### config.mk
export PLATFORM = sky130hd
export DESIGN_NAME = adc_capture_ctrl_flat
export DESIGN_NICKNAME = d
export VERILOG_FILES = /design/src/rtl/scope_pkg.sv /design/src/rtl/adc_capture_ctrl_if.sv /design/src/rtl/adc_clk_gen.sv /design/src/rtl/adc_capture_ctrl.sv /design/src/flat_wrapper.sv
export SDC_FILE = /design/constraint.sdc
export NUM_CORES = 1
export LEC_CHECK = 0
export CORE_ASPECT_RATIO = 1.4
export CORE_MARGIN = 5
export CORE_UTILIZATION = 40
export CTS_BUF_LIST = sky130_fd_sc_hd__clkbuf_8 sky130_fd_sc_hd__clkbuf_16
export DETAILED_ROUTE_END_ITERATION = 7
export SYNTH_ARGS = -nofsm -noshare
export SYNTH_HDL_FRONTEND = slang
export SYNTH_SLANG_ARGS = --single-unit
### constraint.sdc
create_clock -name i_clk -period 3.61 [get_ports i_clk]
set_clock_uncertainty 0.2 [all_clocks]
set_input_delay 0.5415 -clock i_clk [delete_from_list [all_inputs] [get_ports i_clk]]
set_output_delay 0.5415 -clock i_clk [all_outputs]
set_load 0.03 [all_outputs]
### src/rtl/scope_pkg.sv
// scope_pkg: shared capture state encoding, settle depth and default widths
package scope_pkg;
  typedef enum logic [2:0] {IDLE, SETTLE, PRE, WAIT_TRIG, POST, DONE} cap_state_t;
  localparam int SETTLE_TICKS = 2;
  localparam int DEF_DATA_W = 8;
  localparam int DEF_ADDR_W = 10;
endpackage

### src/rtl/adc_capture_ctrl_if.sv
// adc_capture_ctrl_if: sample RAM write port between capture controller and RAM
interface adc_capture_ctrl_if
  import scope_pkg::*;
#(
  parameter int DATA_W = DEF_DATA_W,
  parameter int ADDR_W = DEF_ADDR_W
) ();
  logic wr_en;
  logic [ADDR_W-1:0] wr_addr;
  logic [DATA_W-1:0] wr_data;
  modport master (output wr_en, output wr_addr, output wr_data);
  modport slave (input wr_en, input wr_addr, input wr_data);
endinterface

### src/rtl/adc_clk_gen.sv
// adc_clk_gen: programmable ADC clock divider with a falling-edge sample tick
module adc_clk_gen #(
  parameter int DIV_W = 8
) (
  input  logic             i_clk,
  input  logic             i_rst_n,
  input  logic [DIV_W-1:0] i_div,
  output logic             o_adc_clk,
  output logic             o_tick
);
  logic [DIV_W-1:0] r_cnt, r_div;
  logic w_tc;
  assign w_tc = r_cnt == r_div;
  assign o_tick = w_tc & o_adc_clk;
  always_ff @(posedge i_clk or negedge i_rst_n) begin
    if (!i_rst_n) begin
      r_cnt <= '0;
      r_div <= '0;
      o_adc_clk <= 1'b0;
    end else if (w_tc) begin
      r_cnt <= '0;
      r_div <= i_div;
      o_adc_clk <= ~o_adc_clk;
    end else begin
      r_cnt <= r_cnt + DIV_W'(1);
    end
  end
endmodule

### src/rtl/adc_capture_ctrl.sv
// adc_capture_ctrl: triggered scope ADC acquisition into a circular sample RAM
module adc_capture_ctrl
  import scope_pkg::*;
#(
  parameter int DATA_W = DEF_DATA_W,
  parameter int ADDR_W = DEF_ADDR_W,
  parameter int DIV_W = 8
) (
  input  logic              i_clk,
  input  logic              i_rst_n,
  input  logic              i_arm,
  input  logic              i_abort,
  input  logic [DIV_W-1:0]  i_clk_div,
  input  logic [DATA_W-1:0] i_trig_level,
  input  logic              i_trig_rising,
  input  logic              i_trig_force,
  input  logic [ADDR_W-1:0] i_pre_samples,
  input  logic [DATA_W-1:0] i_adc_d,
  output logic              o_adc_clk,
  output logic              o_adc_noe,
  output logic              o_busy,
  output logic              o_done,
  output logic [ADDR_W-1:0] o_trig_addr,
  adc_capture_ctrl_if.master wr_if
);
  cap_state_t r_state;
  logic [ADDR_W-1:0] r_pre, r_ptr, r_cnt, r_wr_addr, r_trig_addr;
  logic [DATA_W-1:0] r_prev, r_wr_data;
  logic r_prev_valid, r_wr_en, r_busy, r_done, r_noe;
  logic w_tick, w_trig, w_cap, w_last;
  adc_clk_gen #(.DIV_W(DIV_W)) u_clk_gen (
    .i_clk(i_clk),
    .i_rst_n(i_rst_n),
    .i_div(i_clk_div),
    .o_adc_clk(o_adc_clk),
    .o_tick(w_tick)
  );
  assign w_trig = i_trig_force | (r_prev_valid & (i_trig_rising
    ? (r_prev < i_trig_level && i_adc_d >= i_trig_level)
    : (r_prev > i_trig_level && i_adc_d <= i_trig_level)));
  assign w_cap = r_state inside {PRE, WAIT_TRIG, POST};
  assign w_last = (r_state == WAIT_TRIG && w_trig && &r_pre) || (r_state == POST && r_cnt == ADDR_W'(1));
  always_ff @(posedge i_clk or negedge i_rst_n) begin
    if (!i_rst_n) begin
      r_state <= IDLE;
      r_pre <= '0;
      r_ptr <= '0;
      r_cnt <= '0;
      r_wr_addr <= '0;
      r_trig_addr <= '0;
      r_prev <= '0;
      r_wr_data <= '0;
      r_prev_valid <= 1'b0;
      r_wr_en <= 1'b0;
      r_busy <= 1'b0;
      r_done <= 1'b0;
      r_noe <= 1'b1;
    end else begin
      r_wr_en <= 1'b0;
      if (i_abort) begin
        r_state <= IDLE;
        r_busy <= 1'b0;
        r_done <= 1'b0;
        r_noe <= 1'b1;
      end else if (i_arm && (r_state == IDLE || r_state == DONE)) begin
        r_state <= SETTLE;
        r_pre <= i_pre_samples;
        r_ptr <= '0;
        r_cnt <= '0;
        r_prev_valid <= 1'b0;
        r_busy <= 1'b1;
        r_done <= 1'b0;
        r_noe <= 1'b0;
      end else if (w_tick && r_state == SETTLE) begin
        r_cnt <= (r_cnt == ADDR_W'(SETTLE_TICKS - 1)) ? '0 : r_cnt + ADDR_W'(1);
        if (r_cnt == ADDR_W'(SETTLE_TICKS - 1)) r_state <= (r_pre == '0) ? WAIT_TRIG : PRE;
      end else if (w_tick && w_cap) begin
        r_wr_en <= 1'b1;
        r_wr_addr <= r_ptr;
        r_wr_data <= i_adc_d;
        r_ptr <= r_ptr + ADDR_W'(1);
        r_prev <= i_adc_d;
        r_prev_valid <= 1'b1;
        if (r_state == PRE) begin
          r_cnt <= r_cnt + ADDR_W'(1);
          if (r_cnt + ADDR_W'(1) == r_pre) r_state <= WAIT_TRIG;
        end else if (r_state == WAIT_TRIG && w_trig) begin
          r_trig_addr <= r_ptr;
          r_cnt <= ~r_pre;
          r_state <= POST;
        end else if (r_state == POST) begin
          r_cnt <= r_cnt - ADDR_W'(1);
        end
        if (w_last) begin
          r_state <= DONE;
          r_busy <= 1'b0;
          r_done <= 1'b1;
          r_noe <= 1'b1;
        end
      end
    end
  end
  assign o_adc_noe = r_noe;
  assign o_busy = r_busy;
  assign o_done = r_done;
  assign o_trig_addr = r_trig_addr;
  assign wr_if.wr_en = r_wr_en;
  assign wr_if.wr_addr = r_wr_addr;
  assign wr_if.wr_data = r_wr_data;
endmodule

### src/flat_wrapper.sv
// flat-port wrapper written by rule: the top's interface ports become plain ports
module adc_capture_ctrl_flat import scope_pkg::*;
#(
  parameter int DATA_W = DEF_DATA_W,
  parameter int ADDR_W = DEF_ADDR_W,
  parameter int DIV_W = 8
)
  (i_clk, i_rst_n, i_arm, i_abort, i_clk_div, i_trig_level, i_trig_rising, i_trig_force, i_pre_samples, i_adc_d, o_adc_clk, o_adc_noe, o_busy, o_done, o_trig_addr, wr_if_wr_en, wr_if_wr_addr, wr_if_wr_data);
  adc_capture_ctrl_if #(.DATA_W(DATA_W), .ADDR_W(ADDR_W)) wr_if_i ();
  input  logic i_clk;
  input  logic i_rst_n;
  input  logic i_arm;
  input  logic i_abort;
  input  logic [DIV_W-1:0] i_clk_div;
  input  logic [DATA_W-1:0] i_trig_level;
  input  logic i_trig_rising;
  input  logic i_trig_force;
  input  logic [ADDR_W-1:0] i_pre_samples;
  input  logic [DATA_W-1:0] i_adc_d;
  output logic o_adc_clk;
  output logic o_adc_noe;
  output logic o_busy;
  output logic o_done;
  output logic [ADDR_W-1:0] o_trig_addr;
  output wire logic [$bits(wr_if_i.wr_en)-1:0] wr_if_wr_en;
  output wire logic [$bits(wr_if_i.wr_addr)-1:0] wr_if_wr_addr;
  output wire logic [$bits(wr_if_i.wr_data)-1:0] wr_if_wr_data;
  assign wr_if_wr_en = wr_if_i.wr_en;
  assign wr_if_wr_addr = wr_if_i.wr_addr;
  assign wr_if_wr_data = wr_if_i.wr_data;
  adc_capture_ctrl #(.DATA_W(DATA_W), .ADDR_W(ADDR_W), .DIV_W(DIV_W)) u_core (.i_clk(i_clk), .i_rst_n(i_rst_n), .i_arm(i_arm), .i_abort(i_abort), .i_clk_div(i_clk_div), .i_trig_level(i_trig_level), .i_trig_rising(i_trig_rising), .i_trig_force(i_trig_force), .i_pre_samples(i_pre_samples), .i_adc_d(i_adc_d), .o_adc_clk(o_adc_clk), .o_adc_noe(o_adc_noe), .o_busy(o_busy), .o_done(o_done), .o_trig_addr(o_trig_addr), .wr_if(wr_if_i));
endmodule
==> metrics.txt, run 1 <==
CP Launch Type=input pin; Fin. Hold Viols=0; fraction of layout cells with a size suffix above 1=11.7%; VDD IR max=355 uV; post-synth net total=600; Remaining DRCs=0; Synth Flop Type=dfrtp_1; min cycle time layout=3.38 ns; final setup fails=0; worst setup margin=0.227 ns; port buffer count=72; outcome=finished, final reports clean; Req. time, crit path=3.65 ns; die height=around 140 um; Crit Path Max Fanout=13; total leakage power=~2.8 nW; max frequency=0.296 GHz; Clock transition at path regs=approximately 0.07 ns; Gate Count Post-Synth=539; CP max stage cell=clkdlybuf4s50_1; slew margin rel.=34.8%; Clock Latency Late Sink=between 0.3 and 0.4 ns; dpl hpwl=10.3 mm; slowest stage delay, CP=0.45 ns; Mapped Avg Cell Area=between 9 and 10 um2; IO Pins=73; vias after detailed routing=4201; final std cells w/o fill=773; TritonCTS buffer count=9; Routed wire per std cell=17.5 um; cts hold-fix bufs=0; Buf+Inv Stages, Crit Path=3; DR vias/cell=5.43; register area share after synthesis=between 40% and 50%; Post-CTS Setup Inserts=0; Reg2Reg Depth=11; CP Capture Type=flip-flop; RSZ-0062 raised after global routing=no; pre-CTS setup slack=-0.110 ns; first-pass GRT wire length=22.3 mm; crit path cell chain=clkdlybuf4s50_1, inv_1, ha_1, a21oi_1, a21boi_1, or3b_1, a2111o_1, o311a_2, a211o_1, buf_4, nor2_1, o2111ai_1, o311ai_1; total gr overflow=0; Detail Route Antenna Nets=0; FFs w/ async S/R, synth=100%; Final GP Congestion=0.918; critical path type=input pin to flip-flop; initial antenna violation count=0; period utilization=93.7%; CP top delay family=compound AO/OA/AOI/OAI gates; Ys Warns=0; CTS tree=done; maximum number of pins on one net before global-route repair=69; Slew Viols, Final=0; Nets=682; htree depth=3; initial core utilization=41.1%; vias in the first global route=4276; max_cap viols=0; Core ar.=11900 um2; TritonRoute pass-1 iters=5; commonest non-fill, non-tap cell in the layout=nand2_1; area grow syn2layout=25.5%; Horiz. Die Dim=104 um; post-cts sizing count=0; most frequent cells in the layout=nand2_1 (86), dfrtp_1 (82), clkdlybuf4s50_1 (71); instance count on the critical path=13; DRT Wirelength=roughly 14 mm; mapped cell area=4900 um2; actual slew at the worst max-slew pin=around 0.97 ns; Inserted Diodes=0; Seq cells post-synth=83; power density over the cells=546 nW/um2; Die ar.=14600 um2; Post-synth EDFFs=0; Max Root-Sink Buffers=2; worst hold path type=input pin to async pin; initial drt markers=204; clock sink count=between 80 and 90; GRT Util Overall=18.9%; # rows=47; Critical Path AT=3.42 ns; root buffer cell=clkbuf_16; post-synth cell types=63; placed insts=757
[metal layers]
layer	part of all wire (%)	GRT usage, %
met5	0	0
met1	42	22.6
met2	51	32.7
met3	3.6	4.25
met4	3.0	7.67
[cell usage after synthesis, types with 5 or more instances]
cell | count | share of area, %
buf_2 | 10 | 1.0
nand2_1 | 86 | 6.6
ha_1 | 21 | 5.4
nand3_1 | 15 | 1.5
nor3_1 | 11 | 1.1
o21ai_0 | 32 | 3.3
dfrtp_1 | 82 | 42
nor2_1 | 43 | 3.3
and3_1 | 9 | 1.1
xnor2_1 | 21 | 3.8
a21oi_1 | 29 | 3.0
xor2_1 | 16 | 2.9
clkbuf_1 | 9 | 0.69
mux2_2 | 21 | 4.8
nand4_1 | 12 | 1.5
mux2_1 | 6 | 1.4
inv_1 | 25 | 1.9
nor2b_1 | 6 | 0.77
nand2b_1 | 5 | 0.64
o21ai_1 | 6 | 0.61
[path summary, 6_finish.rpt]
path / slack (ns) / end / start
max in group asynchronous: 2.42 / u_core.r_state[2]$_DFFE_PN0P_ / i_rst_n
setup reg to reg: 0.51 / u_core.r_cnt[7]$_DFFE_PN0P_ / u_core.r_prev[6]$_DFFE_PN0P_
hold / removal: 0.11 / u_core.wr_if.wr_addr[2]$_DFFE_PN0P_ / i_rst_n
min in group i_clk: 0.29 / u_core.wr_if.wr_addr[8]$_DFFE_PN0P_ / u_core.wr_if.wr_addr[8]$_DFFE_PN0P_
setup / recovery: 0.23 / u_core.r_cnt[7]$_DFFE_PN0P_ / i_trig_level[6]
hold reg to reg: 0.29 / u_core.wr_if.wr_addr[8]$_DFFE_PN0P_ / u_core.wr_if.wr_addr[8]$_DFFE_PN0P_
[flip-flops by register name, indices dropped and copies added (netlist names)]
name and cells:
u_core.r_cnt 10, u_core.u_clk_gen.o_adc_clk 1, u_core.r_state 3, u_core.o_busy 1, u_core.wr_if.wr_en 1, u_core.o_done 1, u_core.r_ptr 10, u_core.r_pre 10
u_core.u_clk_gen.r_cnt 8, u_core.wr_if.wr_addr 10, u_core.r_prev_valid 1, u_core.o_adc_noe 1, u_core.o_trig_addr 10, u_core.r_prev 8, u_core.u_clk_gen.r_div 8
[metrics by stage]
| step | power [mW] | cell area [um2] | hold WS [ns] | setup TNS (ns) | util, % |
|---|---|---|---|---|---|
| 6_report | 3.36 | 6150 | 0.107 | 0 | 51.5 |
| 2_1_floorplan | 2.11 | 4900 | 0.0459 | 0 | - |
| 3_3_place_gp | 2.47 | 5860 | 0.258 | -0.142 | 49.1 |
| 4_1_cts | 3.40 | 6150 | 0.135 | 0 | 51.5 |
| 5_1_grt | 3.60 | 6150 | 0.167 | 0 | 51.5 |
| 3_5_place_dp | 2.47 | 5860 | 0.261 | -0.422 | 49.1 |
[worst register-to-register path: cells and delay by family, from the launching register on]
family,cells,cell delay (ns)
buffers and inverters,1,0.21
DFF,1,0.40
and+or+nand+nor,2,0.53
adders and majority gates,1,0.33
AOI/OAI and AO/OA,7,1.35
[area by class of cell]
| class | instances | area [um2] |
|---|---|---|
| fill | 1127 | 5790 |
| sequential | 83 | 2080 |
| multi-input combinational | 406 | 2610 |
| tap | 147 | 184 |
| clock buffer | 9 | 225 |
| timing repair buffer | 96 | 898 |
| clock inverter | 7 | 66.3 |
| inverter | 25 | 93.8 |
[cells by family after synthesis]
kind of cell / synth area share [%]
AO/OA/AOI/OAI: 15.0
XOR/XNOR: 6.61
adder cells (fa/ha/maj): 5.36
buffers and inverters: 4.42
flip-flops: 42.4
multiplexers: 6.82
AND/OR/NAND/NOR: 19.4
[power by group]
group          switching (mW)  internal, mW  leakage (nW)  total, mW
Combinational           0.560         0.539          1.56       1.10
Sequential              0.256          1.10          1.08       1.36
Clock                   0.418         0.486         0.138      0.904
Total                    1.24          2.13          2.78       3.36
Power figures use the tool's default switching activity.
==> run 2: changes to the inputs <==
--- a/config.mk
+++ b/config.mk
@@ -11,3 +11,5 @@
 export CTS_BUF_LIST = sky130_fd_sc_hd__clkbuf_8 sky130_fd_sc_hd__clkbuf_16
+export CTS_CLUSTER_DIAMETER = 80
 export DETAILED_ROUTE_END_ITERATION = 7
+export DONT_BUFFER_PORTS = 1
 export SYNTH_ARGS = -nofsm -noshare
--- a/constraint.sdc
+++ b/constraint.sdc
@@ -4,2 +4,2 @@
 set_output_delay 0.5415 -clock i_clk [all_outputs]
-set_load 0.03 [all_outputs]
+set_load 0.1 [all_outputs]
==> run 2 against run 1 <==
Register-to-register slack better by 0.02 ns. Total power is 3.3% higher. Final cell count is 9.2% lower. Via count is 5.4% lower. Sequential power hardly changed. Setup slack better by 0.30 ns.
==> metrics.txt, run 2 (synthesis results as in run 1) <==
vias in the first global route=slightly above 4000; commonest non-fill, non-tap cell in the layout=nand2_1; IO Pins=73; htree depth=3; port buffer count=0; fraction of layout cells with a size suffix above 1=13.0%; vias after detailed routing=around 4000; dpl hpwl=about 9.4 mm; Post-CTS Setup Inserts=0; worst hold path type=input pin to flip-flop; Horiz. Die Dim=104 um; Fin. Hold Viols=0; Clock transition at path regs=0.07 ns; critical path type=flip-flop to flip-flop; Sw Share=36.2%; Die ar.=14600 um2; GRT Util Overall=17.9%; slew margin rel.=approximately two fifths; total gr overflow=0; CP Launch Type=flip-flop; first-pass GRT wire length=21.3 mm; Routed wire per std cell=18.1 um; Final GP Congestion=between 0.9 and 1; outcome=finished, final reports clean; Seq pwr share=39.5%; most frequent cells in the layout=nand2_1 (86), dfrtp_1 (82), nor2_1 (43); post-cts sizing count=0; area of the multi-input gates=between 2000 and 3000 um2; Critical Path AT=3.12 ns; Hold WS=around 0.073 ns; Max Root-Sink Buffers=2; TritonRoute pass-1 iters=4; max_cap viols=0; final setup fails=0; Core ar.=between 10000 and 15000 um2; area grow syn2layout=12.3%; Layout Utilization=46.1%; Clock Latency Late Sink=around 0.34 ns; Nets=a little over 600; Detail Route Antenna Nets=0; power density over the cells=631 nW/um2; Fill cells=1161; Req. time, crit path=3.64 ns; RSZ-0062 raised after global routing=no; Clock Power Share=29.7%; DRT Wirelength=12.7 mm; die height=141 um; Internal=2.22 mW; CTS tree=done; register area=2080 um2; VDD IR max=361 uV; root buffer cell=clkbuf_16; Remaining DRCs=0; initial antenna violation count=0; max frequency=0.325 GHz; min cycle time layout=3.08 ns; setup TNS=0 ns; worst setup margin=0.530 ns; DR vias/cell=5.66; initial core utilization=around two fifths; Crit Path Max Fanout=11; pre-CTS setup slack=roughly 0.31 ns; # rows=47; initial drt markers=251; total leakage power=2.55 nW; Logic pwr share=30.8%; actual slew at the worst max-slew pin=0.922 ns; clock sink count=83; CP Capture Type=flip-flop; Inserted Diodes=0; NetSw=~1.3 mW; TritonCTS buffer count=9; maximum number of pins on one net before global-route repair=84; Slew Viols, Final=0; period utilization=85.3%
==> run 2: cell types whose count changed in the layout (fill, tap and decap cells not counted), sizes merged <==
cell           delta
clkinv            +1
bufinv            +2
clkdlybuf4s50    -71
clkinvlp          -1
buf               -1
inv               -2
dlygate4sd3       +1
==> run 2: area by class of cell <==
cell class	instances	share of cell area (%)
multi-input cells	406	47.3
flip-flops and latches	83	37.7
clock buffers	9	4.09
repair buffers	25	3.82
well taps	147	3.34
clock inverters	7	1.95
inverters	25	1.70
==> run 2: power by group through the flow <==
stage               Combinational, mW  Clock (mW)  Sequential (mW)
floorplan                       0.835           0             1.33
CTS                              1.08        1.05             1.37
global route                     1.20        1.10             1.41
detailed placement               1.05           0             1.39
global placement                 1.04           0             1.38
finish                           1.07        1.03             1.37
==> run 2: per-stage QoR <==
step / power (mW) / instances / cell area (um2)
3_3_place_gp: 2.42 / 684 / 5130
6_report: 3.47 / 702 / 5510
5_1_grt: 3.71 / 702 / 5510
3_5_place_dp: 2.43 / 684 / 5130
4_1_cts: 3.49 / 702 / 5510
2_1_floorplan: 2.17 / 539 / 4900
==> run 2: path summary, 6_finish.rpt <==
kind	slack (ns)	endpoint	start	cells past startpoint
max	0.53	u_core.r_cnt[2]$_DFFE_PN0P_	u_core.r_prev[6]$_DFFE_PN0P_	9
min	0.07	u_core.r_state[2]$_DFFE_PN0P_	i_abort	1
max reg2reg	0.53	u_core.r_cnt[2]$_DFFE_PN0P_	u_core.r_prev[6]$_DFFE_PN0P_	9
min reg2reg	0.33	u_core.u_clk_gen.r_div[2]$_DFFE_PN0N_	u_core.u_clk_gen.r_div[2]$_DFFE_PN0N_	1
max in group asynchronous	2.28	u_core.o_adc_noe$_DFFE_PN1P_	i_rst_n	2
min in group asynchronous	0.57	u_core.r_prev[2]$_DFFE_PN0P_	i_rst_n	2
==> run 2: what timing repair did <==
action / CTS / global route
setup endpoints to repair: 0 / 0
endpoints found under the hold margin: 83 / 0
hold buffers: 2 / 0
==> run 2: metal layers <==
metal	vias up	global-route usage [%]	wire, um
met1	1915	21.0	5110
met2	119	30.4	6420
met3	33	4.85	703
li1	1906	-	-
met5	-	0	0
met4	0	8.29	450
==> run 2: critical path: stages (launching register included) <==
cell      delay [ns]
dfrtp_1         0.38
ha_1            0.33
a21oi_1         0.15
a21boi_1        0.10
or3b_1          0.35
a2111o_1        0.33
o311a_2         0.20
a211o_1         0.41
or2_1           0.29
o311ai_1        0.23
==> run 3: changes to the inputs <==
Settings changed: CTS_CLUSTER_SIZE set to 8.
==> results of run 3 <==
The final DEF is identical to that of run 2; final timing and power are the same.
